## src/rtl/verifier_pkg.sv

```systemverilog
// Shared types and default golden values for the signature verifier.
// Field layout of the packed signature word is fixed here for every consumer.
package verifier_pkg;

  localparam int unsigned SIG_W   = 32;
  localparam int unsigned FIELD_W = 8;
  localparam int unsigned N_FIELD = 4;

  localparam logic [FIELD_W-1:0] DEF_EXP_REGION = 8'h0A;
  localparam logic [FIELD_W-1:0] DEF_EXP_AUTH   = 8'h01;
  localparam logic [FIELD_W-1:0] DEF_EXP_EXPIRY = 8'h10;
  localparam logic [FIELD_W-1:0] DEF_EXP_SIG_ID = 8'hF3;

  // Member order matches the bit map: region is the most significant byte.
  typedef struct packed {
    logic [FIELD_W-1:0] region;
    logic [FIELD_W-1:0] auth;
    logic [FIELD_W-1:0] expiry;
    logic [FIELD_W-1:0] sig_id;
  } sig_word_t;

endpackage : verifier_pkg

```

## src/rtl/sig_field_cmp.sv

```systemverilog
// Exact-equality comparator for one 8-bit signature field.
// The golden value is a build-time parameter; output is purely combinational.
module sig_field_cmp
  import verifier_pkg::*;
#(
  parameter logic [FIELD_W-1:0] EXP = '0
) (
  input  logic [FIELD_W-1:0] i_field,
  output logic               o_eq
);

  always_comb begin
    o_eq = (i_field == EXP);
  end

endmodule : sig_field_cmp

```

## src/rtl/verifier_top.sv

```systemverilog
// Signature verifier: registered all-fields-equal flag, one cycle of latency.
// Define VERIFIER_MISMATCH_FLAGS_EN to add the registered per-field mismatch[3:0] output.
module verifier_top
  import verifier_pkg::*;
#(
  parameter logic [FIELD_W-1:0] EXP_REGION = DEF_EXP_REGION,
  parameter logic [FIELD_W-1:0] EXP_AUTH   = DEF_EXP_AUTH,
  parameter logic [FIELD_W-1:0] EXP_EXPIRY = DEF_EXP_EXPIRY,
  parameter logic [FIELD_W-1:0] EXP_SIG_ID = DEF_EXP_SIG_ID
) (
  input  logic             clk,
  input  logic             rst,
  input  logic [SIG_W-1:0] signature_in,
  output logic             match
`ifdef VERIFIER_MISMATCH_FLAGS_EN
  ,
  output logic [N_FIELD-1:0] mismatch
`endif
);

  sig_word_t          w_sig;
  logic [N_FIELD-1:0] w_eq;
  logic               w_match;
  logic               r_match;

  assign w_sig = sig_word_t'(signature_in);

  // w_eq bit order mirrors mismatch: [3]=region .. [0]=sig_id.
  sig_field_cmp #(.EXP(EXP_REGION)) u_cmp_region (
    .i_field (w_sig.region),
    .o_eq    (w_eq[3])
  );

  sig_field_cmp #(.EXP(EXP_AUTH)) u_cmp_auth (
    .i_field (w_sig.auth),
    .o_eq    (w_eq[2])
  );

  sig_field_cmp #(.EXP(EXP_EXPIRY)) u_cmp_expiry (
    .i_field (w_sig.expiry),
    .o_eq    (w_eq[1])
  );

  sig_field_cmp #(.EXP(EXP_SIG_ID)) u_cmp_sig_id (
    .i_field (w_sig.sig_id),
    .o_eq    (w_eq[0])
  );

  always_comb begin
    w_match = &w_eq;
  end

  always_ff @(posedge clk) begin
    if (rst) begin
      r_match <= 1'b0;
    end else begin
      r_match <= w_match;
    end
  end

  assign match = r_match;

`ifdef VERIFIER_MISMATCH_FLAGS_EN
  logic [N_FIELD-1:0] r_mismatch;

  always_ff @(posedge clk) begin
    if (rst) begin
      r_mismatch <= '0;
    end else begin
      r_mismatch <= ~w_eq;
    end
  end

  assign mismatch = r_mismatch;
`endif

endmodule : verifier_top

```

## config.mk

```make
export PLATFORM = sky130hd
export DESIGN_NAME = verifier_top
export DESIGN_NICKNAME = d
export VERILOG_FILES = /design/src/rtl/verifier_pkg.sv /design/src/rtl/sig_field_cmp.sv /design/src/rtl/verifier_top.sv
export SDC_FILE = /design/constraint.sdc
export NUM_CORES = 1
export LEC_CHECK = 0
export ABC_AREA = 1
export BUFFER_PORTS_ARGS = -buffer_cell sky130_fd_sc_hd__buf_2
export CORE_AREA = 2 2 39 41
export CTS_BUF_LIST = sky130_fd_sc_hd__clkbuf_16
export DETAILED_ROUTE_END_ITERATION = 16
export DIE_AREA = 0 0 41 43
export GPL_TIMING_DRIVEN = 0
export PLACE_DENSITY_LB_ADDON = 0.3
export SLEW_MARGIN = 20
export SYNTH_ARGS = -nofsm -noshare
export SYNTH_HDL_FRONTEND = slang
export SYNTH_HIERARCHICAL = 1
export SYNTH_SLANG_ARGS = --single-unit
```

## constraint.sdc

```tcl
create_clock -name clk -period 0.8 [get_ports clk]
set_input_delay 0.16 -clock clk [delete_from_list [all_inputs] [get_ports clk]]
set_output_delay 0.16 -clock clk [all_outputs]
set_load 0.01 [all_outputs]
```

-- Yosys cells after proc, flatten, opt, wreduce, memory -nomap -nowiden
Index checks and enable logic that the tools add are counted.
- register bits after elaboration: 1
- bits of input ports: 34
- reduce and logical (&&, ||, !) cells: 1
- eq/ne operators: 4
- operator list (kind ; count):
    equality test 8 x 1 -> 1 bit, second input constant ; 1
    equality test 8 x 4 -> 1 bit, second input constant ; 1
    equality test 8 x 5 -> 1 bit, second input constant ; 1
    equality test 8 bit, second input constant ; 1
    AND reduction 4 bit ; 1

-- Logic depth before layout (Yosys ltp)
- word-level depth: 2
- mapped depth: 6
- depth with buffers taken out: 6

-- By module
Netlist, hierarchy kept.
- by module, submodules not included (module ; area an instance (µm²) ; seq. area each (µm²) ; cells an instance ; instances):
    sig_field_cmp (u_cmp_auth ...) ; 30.0 ; 0.0 ; 8 ; 2
    verifier_top ; 43.8 ; 20.0 ; 5 ; 1
    sig_field_cmp (u_cmp_sig_id) ; 37.5 ; 0.0 ; 10 ; 1
    sig_field_cmp (u_cmp_region) ; 36.3 ; 0.0 ; 9 ; 1

-- Worst setup path before layout
OpenSTA, ideal clock, no wires.
- path kind: input-to-reg
- start: input port signature_in[19]
- end: register r_match, in the netlist match
- setup slack: 0.192 ns
- data arrival time: 0.546 ns
- cell stages on the path: 5
- library setup time: 0.062 ns
- cells stage by stage: nor2_1 -> nand2_1 -> nor2_1 -> nand3_2 -> nor2_2
- longest elaborated chain between the ends: 2
- RTL lines (item ; RTL line ; text):
    start, declared ; verifier_top.sv:13 ; input logic [SIG_W-1:0] signature_in,
    equality test 8 x 1 -> 1 bit ; sig_field_cmp.sv:13 ; o_eq = (i_field == EXP);
    via w_eq[2] ; verifier_top.sv:22 ; logic [N_FIELD-1:0] w_eq;
    AND reduction 4 bit ; verifier_top.sv:50 ; w_match = &w_eq;
    end signal, assigned ; verifier_top.sv:57 ; r_match <= w_match;
    end, declared ; verifier_top.sv:24 ; logic r_match;
The timed path passes the listed nets, and every way through them passes these cells.
A chain may end at the register's enable or synchronous reset.

-- Worst setup path in the final report
- start: input port signature_in[31]
- end: register r_match, in the netlist match
- longest elaborated chain between the ends: 2
- RTL lines (item ; RTL line):
    equality test 8 x 4 -> 1 bit ; sig_field_cmp.sv:13
    via w_eq[3] ; verifier_top.sv:22
    AND reduction 4 bit ; verifier_top.sv:50
The timed path passes the listed nets, and every way through them passes these cells.

==> impl_metrics.csv <==
group,metric,value,unit
global_route,grt_pass1_wl,821,µm
timing,fin_crit,0.752,ns
timing,setup_tns,0,ns
cells_and_area,fin_util,0.269,
pwr,p_leak,0.233,nW
die,core,1380,µm²
pwr,power,0.159,mW
die,ios,35,
die,die_w,41,µm
global_route,grt_max_degree,2,
cells_and_area,diodes,0,
cts,post_cts_buffers,0,
route,vias,322,
die,row_count,14,
timing,maxSlewHeadroom,0.941,
die,die_h,43,µm
run_status,status,"complete, no violations",
route,routed_wl,487,µm
critical_path,crit_arrival,0.69,ns
route,drtPass1Iterations,4,
logic_synthesis,syn_inst,40,
timing,maxSlewViolCount,0,
cells_and_area,area_growth,110,%
timing,layout_setup_ws,0.0484,ns
route,drc,0,
logic_synthesis,synth_area,178,µm²
route,via_per_inst,3.58,
critical_path,critPathMaxStageDelay,0.12,ns
timing,min_period_over_period,0.940,
logic_synthesis,synth_nets,74,
timing,rsz0062_at_grt,"yes",
critical_path,worst_setup_path_start_kind,"input pin",
cells_and_area,layout-drive-gt1-share,0.527,
critical_path,path_cells,"buf_2 > nor2_1 > nand2_1 > nor2_2 > nand3_2 > nor2_2",
cells_and_area,final_cells,90,
run,maxCapViolations,0,
critical_path,cp-end-kind,"register",
cts,cts_hold_buf,0,
timing,final-setup-viol-count,0,
worst_hold_path,hold_path_end,"match",
route,wl_per_cell,5.41,µm
route,ant_nets,0,
logic_synthesis,ys_seq_area_frac,0.113,
place,numPortBuffers,34,
route,drt_iter0_drc,1,
logic_synthesis,yosys_warnings,6,
place,dpl.hpwl,495,µm
critical_path,cp_max_fo,1,
global_route,grt_overflow,0,
critical_path,crit_required,0.74,ns
critical_path,critPathSlowestCell,"nor2_2",
die,start_util,0.128,
timing,holdWs,0.400,ns
cells_and_area,final_area,373,µm²
global_route,grt_pass1_vias,243,
critical_path,crit_buf_inv,1,
place,dp_worst_setup_slack,0.0281,ns
global_route,grt_util_all_layers,0.0599,
pwr,powerDensity,428,nW/µm²
cells_and_area,fin_nets,110,
timing,fmax,1330,MHz
place,gp_congestion,0.543,
cts,clkTransAtPathRegs,0,ns
critical_path,cpMostUsedCell,"nor2_2",
critical_path,worst-setup-path-type,"in -> reg",
worst_hold_path,min_from,"rst",
worst_hold_path,hp-class,"in -> reg",
place,place_area,368,µm²
place,dp.cells,90,
critical_path,critPathTopFamily,"simple AND/OR/NAND/NOR gates",
cells_and_area,largest_register_ffs,1,
logic_synthesis,synth.distinct_cells,6,
die,dieArea,1760,µm²
timing,tightest_slew,0.0884,ns
timing,finalHoldViolCount,0,
logic_synthesis,synth_area_per_cell,4.44,µm²
global_route,antenna_found_initial,0,
pwr,vdd_drop_max,0.0859,mV
worst_hold_path,whs_path_depth,4,
logic_synthesis,ys_ff_latch,1,
[placed cells by master, fill, tap and decap left out, drive strengths merged]
cell,count
buf,34
dfxtp,1
inv,8
nand2,12
nand3,1
nor2,18
[cell usage after synthesis (all sizes together)]
| master | n | share of area |
|---|---|---|
| nand3 | 1 | 0.056 |
| nor2 | 18 | 0.41 |
| dfxtp | 1 | 0.11 |
| nand2 | 12 | 0.25 |
| inv | 8 | 0.17 |
[layout make-up]
| cell class | instances | area (µm²) |
|---|---|---|
| fillers | 165 | 1010 |
| repair buffers | 34 | 170 |
| multi-input cells | 31 | 133 |
| inverters | 8 | 30.0 |
| flip-flops and latches | 1 | 20.0 |
| well taps | 16 | 20.0 |
[power by group]
group | switching (mW) | leakage, nW | internal [mW]
logic | 0.0380 | 0.225 | 0.0706
clock network | 0 | 0 | 0
registers | 0.00000000000312 | 0.00805 | 0.0509
[repair_timing]
action,CTS,global route
gates resized for setup,0,2
setup endpoints to repair,0,1
hold endpoints to repair,0,0
[cells by family (layout without fill, tap and decap cells)]
logic type             count (synthesis)  count (layout)  synth area share
flip-flops                             1               1             0.113
AND/OR/NAND/NOR                       31              31             0.718
buffers and inverters                  8              42             0.169
[worst max path at each step]
stage	startpoint	end	slack, ns	cells past startpoint
after floorplan	signature_in[19]	match	0.19	5
after global placement	signature_in[31]	match	0.04	6
after detailed placement	signature_in[31]	match	0.03	6
after CTS	signature_in[31]	match	0.03	6
after global routing	signature_in[31]	match	-0.03	6
final	signature_in[31]	match	0.05	6
[metal layers]
layer,share of wire,track usage,up-vias,routed length (µm)
li1,-,-,181,-
met1,0.33,0.0759,127,163
met2,0.54,0.113,14,264
met3,0.12,0,0,60
met4,0,0,0,0
met5,0,0,-,0
Power figures use the tool's default switching activity.
